### src/rtl/comp_bist_pkg.sv
// rtl/comp_bist_pkg.sv - shared types and constants for the comparator BIST
package comp_bist_pkg;

    typedef enum logic [1:0] {
        IDLE   = 2'd0,
        SETTLE = 2'd1,
        CHECK  = 2'd2,
        FINISH = 2'd3
    } state_t;

    // Bit positions within the 3-bit {eq,gt,lt} flag vector.
    localparam int FLAG_EQ = 2;
    localparam int FLAG_GT = 1;
    localparam int FLAG_LT = 0;

    localparam int DEF_WIDTH         = 2;
    localparam int DEF_SETTLE_CYCLES = 1;

endpackage

### src/rtl/comp_golden.sv
// rtl/comp_golden.sv - combinational reference magnitude comparator
//
// Ports:
//   a, b   operands (unsigned, WIDTH bits)
//   flags  expected {eq,gt,lt}, exactly one bit set
module comp_golden
    import comp_bist_pkg::*;
#(
    parameter int WIDTH = DEF_WIDTH
) (
    input  logic [WIDTH-1:0] a,
    input  logic [WIDTH-1:0] b,
    output logic [2:0]       flags
);

    always_comb begin
        flags          = 3'b000;
        flags[FLAG_EQ] = (a == b);
        flags[FLAG_GT] = (a > b);
        flags[FLAG_LT] = (a < b);
    end

endmodule

### src/rtl/comp_bist_2b.sv
// rtl/comp_bist_2b.sv - self-test driver/checker for a magnitude comparator
//
// Ports:
//   clk, rst_n              clock, asynchronous active-low reset
//   start                   begin a sweep (honoured only in IDLE)
//   a_out, b_out            operands driven to the comparator under test
//   a_eq_b, a_gt_b, a_lt_b  comparator responses
//   busy, done, pass        sweep status; done is a one-cycle pulse
//   err_count               failing vectors, saturating at 2^(2*WIDTH)
//   fail_valid, fail_a, fail_b, fail_flags  first-failure capture
module comp_bist_2b
    import comp_bist_pkg::*;
#(
    parameter int WIDTH         = DEF_WIDTH,
    parameter int SETTLE_CYCLES = DEF_SETTLE_CYCLES
) (
    input  logic               clk,
    input  logic               rst_n,
    input  logic               start,
    output logic [WIDTH-1:0]   a_out,
    output logic [WIDTH-1:0]   b_out,
    input  logic               a_eq_b,
    input  logic               a_gt_b,
    input  logic               a_lt_b,
    output logic               busy,
    output logic               done,
    output logic               pass,
    output logic [2*WIDTH:0]   err_count,
    output logic               fail_valid,
    output logic [WIDTH-1:0]   fail_a,
    output logic [WIDTH-1:0]   fail_b,
    output logic [2:0]         fail_flags
);

    localparam int IW = 2 * WIDTH;
    localparam int CW = 2 * WIDTH + 1;
    localparam logic [CW-1:0] ERR_MAX     = {1'b1, {IW{1'b0}}};
    // Counter is loaded with N-1 so SETTLE lasts exactly N cycles.
    localparam logic [3:0]    SETTLE_LOAD = 4'(SETTLE_CYCLES - 1);

    state_t          state, state_n;
    logic [IW-1:0]   idx, idx_n;
    logic [3:0]      cnt, cnt_n;
    logic            busy_n, done_n, pass_n, fv_n;
    logic [CW-1:0]   err_n;
    logic [WIDTH-1:0] fa_n, fb_n;
    logic [2:0]      ff_n;
    logic [2:0]      expected;
    logic [2:0]      observed;
    logic            mismatch;

    assign a_out = idx[IW-1:WIDTH];
    assign b_out = idx[WIDTH-1:0];

    comp_golden #(.WIDTH(WIDTH)) u_golden (
        .a     (a_out),
        .b     (b_out),
        .flags (expected)
    );

    always_comb begin
        observed          = 3'b000;
        observed[FLAG_EQ] = a_eq_b;
        observed[FLAG_GT] = a_gt_b;
        observed[FLAG_LT] = a_lt_b;
    end

    // Golden flags are one-hot, so a plain inequality also catches
    // responses with zero or several bits set.
    assign mismatch = (observed != expected);

    always_comb begin
        state_n = state;
        idx_n   = idx;
        cnt_n   = cnt;
        busy_n  = busy;
        done_n  = 1'b0;
        pass_n  = pass;
        err_n   = err_count;
        fv_n    = fail_valid;
        fa_n    = fail_a;
        fb_n    = fail_b;
        ff_n    = fail_flags;
        case (state)
            IDLE: begin
                if (start) begin
                    err_n   = '0;
                    pass_n  = 1'b0;
                    fv_n    = 1'b0;
                    fa_n    = '0;
                    fb_n    = '0;
                    ff_n    = 3'b000;
                    idx_n   = '0;
                    cnt_n   = SETTLE_LOAD;
                    busy_n  = 1'b1;
                    state_n = SETTLE;
                end
            end
            SETTLE: begin
                if (cnt == 4'd0) state_n = CHECK;
                else             cnt_n   = cnt - 4'd1;
            end
            CHECK: begin
                if (mismatch) begin
                    if (err_count != ERR_MAX) err_n = err_count + CW'(1);
                    if (!fail_valid) begin
                        fv_n = 1'b1;
                        fa_n = a_out;
                        fb_n = b_out;
                        ff_n = observed;
                    end
                end
                if (&idx) begin
                    // pass uses the count including this last vector.
                    state_n = FINISH;
                    done_n  = 1'b1;
                    busy_n  = 1'b0;
                    pass_n  = (err_n == '0);
                end else begin
                    idx_n   = idx + IW'(1);
                    cnt_n   = SETTLE_LOAD;
                    state_n = SETTLE;
                end
            end
            FINISH: state_n = IDLE;
            default: state_n = IDLE;
        endcase
    end

    always_ff @(posedge clk or negedge rst_n) begin
        if (!rst_n) begin
            state      <= IDLE;
            idx        <= '0;
            cnt        <= 4'd0;
            busy       <= 1'b0;
            done       <= 1'b0;
            pass       <= 1'b0;
            err_count  <= '0;
            fail_valid <= 1'b0;
            fail_a     <= '0;
            fail_b     <= '0;
            fail_flags <= 3'b000;
        end else begin
            state      <= state_n;
            idx        <= idx_n;
            cnt        <= cnt_n;
            busy       <= busy_n;
            done       <= done_n;
            pass       <= pass_n;
            err_count  <= err_n;
            fail_valid <= fv_n;
            fail_a     <= fa_n;
            fail_b     <= fb_n;
            fail_flags <= ff_n;
        end
    end

endmodule

### config.mk
export PLATFORM = sky130hd
export DESIGN_NAME = comp_bist_2b
export DESIGN_NICKNAME = d
export VERILOG_FILES = /design/src/rtl/comp_bist_pkg.sv /design/src/rtl/comp_golden.sv /design/src/rtl/comp_bist_2b.sv
export SDC_FILE = /design/constraint.sdc
export NUM_CORES = 1
export LEC_CHECK = 0
export CORE_MARGIN = 4
export CORE_UTILIZATION = 47
export CTS_BUF_LIST = sky130_fd_sc_hd__clkbuf_4 sky130_fd_sc_hd__clkbuf_8 sky130_fd_sc_hd__clkbuf_16
export DETAILED_ROUTE_END_ITERATION = 16
export PLACE_DENSITY = 0.72
export REMOVE_ABC_BUFFERS = 1
export SYNTH_ARGS = -nofsm -noshare
export SYNTH_HDL_FRONTEND = slang
export SYNTH_SLANG_ARGS = --single-unit
### constraint.sdc
create_clock -name clk -period 2.2 [get_ports clk]
set_clock_uncertainty 0.2 [all_clocks]
set_input_delay 0.44 -clock clk [delete_from_list [all_inputs] [get_ports clk]]
set_output_delay 0.44 -clock clk [all_outputs]
set_load 0.01 [all_outputs]
==> flow_summary.json <==
{
  "finalPower_mw": 2.375,
  "synthArstFlopShare_pct": 100.0,
  "cts_buffers": 3,
  "clk_pin_slew_ns": 0.14,
  "synth_top_area_share_pct": 42.59,
  "period_share_pct": 103.4,
  "ys_types": 48,
  "place.gp.congestion": 0.8729,
  "crit_type": "reg -> reg",
  "worstPathRequired_ns": 2.28,
  "stdcell_area_um2": 2196,
  "synth-seq-cells": 26,
  "maxSlewViolCount": 0,
  "pre_cts_ws_ns": -0.3321,
  "dr.pass1.iters": 4,
  "final_cell_mix": "buf_4 (28), dfrtp_1 (26), clkdlybuf4s50_1 (24), nand2_1 (14), nor2_1 (12)",
  "status": "finished with violations",
  "die_height_um": 65.01,
  "port_buffers": 25,
  "tightest_slew_ns": 0.3896,
  "hp-class": "in -> async",
  "wl_met3_um": 175,
  "final_common_cell": "buf_4",
  "grt_usage_pct": 20.32,
  "die-width_um": 65.01,
  "dp_hpwl_mm": 2.882,
  "wl_per_cell_um": 15.29,
  "syn_to_final_growth_pct": 43.73,
  "start_kind": "register",
  "grt_max_degree": 27,
  "cp_max_fo": 7,
  "vias": 1438,
  "postSynthAreaPerCell_um2": 9.372,
  "yosys_warnings": 0,
  "drive_above_1_share_pct": 24.54,
  "rsz0062_at_grt": "yes",
  "violations": "setup timing",
  "synth_top_cell_by_area": "dfrtp_1",
  "syn-instance-count": 163,
  "fill_cells": 239,
  "layout_setup_ws_ns": -0.07460,
  "nNetsFinal": 230,
  "root_buffer": "clkbuf_4",
  "grt_pass1_wl_mm": 6.589,
  "synth_edf_count": 0,
  "clock_sinks": 26,
  "htreeDepth": 1,
  "viasPerCell": 5.531,
  "setup_violations": 11,
  "p_leak_nw": 0.9984,
  "clock_latency_ns": 0.32,
  "period_needed_ns": 2.275,
  "core_area_um2": 3078,
  "rows": 20,
  "ant_nets": 0,
  "seq_area_frac_synth_pct": 42.59,
  "initial_core_util_pct": 49.63,
  "grt-ovfl-total": 0,
  "grt_pass1_vias": 1357,
  "cts_max_path_buffers": 2,
  "p_per_area_nw_per_um2": 1081,
  "seqCellArea_um2": 650.6,
  "yosys_most_used_dff": "dfrtp_1",
  "drt-total-wl_mm": 3.976,
  "place_area_um2": 1989,
  "drt-met1-wl_mm": 1.743,
  "synth_area_leaders": "dfrtp_1 (43%), ha_1 (5.7%), nand2_1 (3.7%), nand3_1 (3.6%), nor2_1 (2.9%)",
  "antenna_found_initial": 0,
  "cp.arrival_ns": 2.35,
  "n_antenna_cell": 0,
  "die-area_um2": 4226,
  "fmax_mhz": 439.6,
  "ioPinCount": 26,
  "synth_area_um2": 1528,
  "maxSlewHeadroom_pct": 74.03,
  "crit_path_end_kind": "register",
  "dr_wl_met2_mm": 2.010,
  "drc_errors": 0,
  "ir_worst_vdd_mv": 0.7962,
  "cts_tree": "built",
  "hold_viol": 0,
  "multi_input_comb_area_um2": 945.9,
  "maxCapViolCount": 0,
  "topRoutingLayerUsed": "met4",
  "drtIter0Drc": 71
}
-- cell type report --
| class | count | area share (%) |
|---|---|---|
| Timing Repair Buffer | 54 | 21.60 |
| Inverter | 9 | 1.538 |
| Clock buffer | 4 | 1.652 |
| Sequential cell | 26 | 29.63 |
| Tap cell | 44 | 2.507 |
| Multi-Input combinational cell | 123 | 43.08 |
-- state kept, by name, summed over array words and instances, names as in the netlist --
register    flops
busy            1
cnt             4
done            1
err_count       5
fail_a          2
fail_b          2
fail_flags      3
fail_valid      1
idx             4
pass            1
state           2
-- synth_stat cells, drive strengths merged (3+ instances only) --
| cell | number |
|---|---|
| dfrtp | 26 |
| nand2 | 15 |
| nor2 | 12 |
| nand3 | 11 |
| inv | 9 |
| o21ai | 9 |
| ha | 7 |
| nor2b | 5 |
| nor3 | 5 |
| o2bb2ai | 5 |
| xnor2 | 5 |
| nand2b | 4 |
| a21oi | 3 |
| a22oi | 3 |
| buf | 3 |
| clkbuf | 3 |
| o211ai | 3 |
-- report_power, final --
group	switching, mW	internal (mW)	leakage, nW
clock	0.141	0.101	0.0210
combinational	0.672	0.712	0.630
sequential	0.145	0.603	0.347
-- per-layer routing --
metal	vias to the layer above	GRT usage, %
met5	-	0
met4	0	6.218
met3	4	3.120
met2	43	34.99
met1	690	26.25
li1	701	-
-- final timing paths --
| kind | slack [ns] | depth (start not counted) | endpoint | from |
|---|---|---|---|---|
| setup / recovery | -0.07 | 9 | fail_flags[1] | idx[2] |
| hold / removal | 0.27 | 2 | fail_valid | rst_n |
| setup reg to reg | -0.07 | 9 | fail_flags[1] | idx[2] |
| hold reg to reg | 0.32 | 2 | busy | busy |
| max in group asynchronous | 1.28 | 2 | cnt[2] | rst_n |
| min in group clk | 0.32 | 2 | busy | busy |
-- stage by stage --
| step | instances | TNS [ns] | utilization (%) | hold slack, ns |
|---|---|---|---|---|
| 2_1_floorplan | 157 | -1.472 | - | -0.05559 |
| 3_3_place_gp | 251 | -2.918 | 64.63 | 0.2778 |
| 3_5_place_dp | 251 | -3.838 | 64.63 | 0.2987 |
| 4_1_cts | 258 | -0.5827 | 68.90 | 0.2752 |
| 5_1_grt | 260 | -1.779 | 71.34 | 0.2916 |
| 6_report | 260 | -0.6252 | 71.34 | 0.2661 |
-- critical path, stage by stage, from the launching register on --
cell and delay, ns:
dfrtp_1 0.43, inv_2 0.09, ha_4 0.20, nand2b_4 0.14
a2111oi_4 0.29, a41o_2 0.22, buf_6 0.13, o21ai_4 0.07
a21oi_4 0.28, a22o_1 0.18
-- kinds of logic after synthesis --
kind of cell	synth area share, %
simple gates	21.62
compound gates	20.48
flops	42.59
buf+inv	4.258
xor+xnor	4.013
fa+ha+maj	5.733
mux	1.310
-- what timing repair did --
action	4_1_cts	5_1_grt
resized for setup	16	12
pin swaps	12	8
setup endpoints to repair	14	18
setup buffers	2	2
gates cloned	1	0
hold buffers	0	0
No activity file was read; power rests on OpenSTA's default activity.
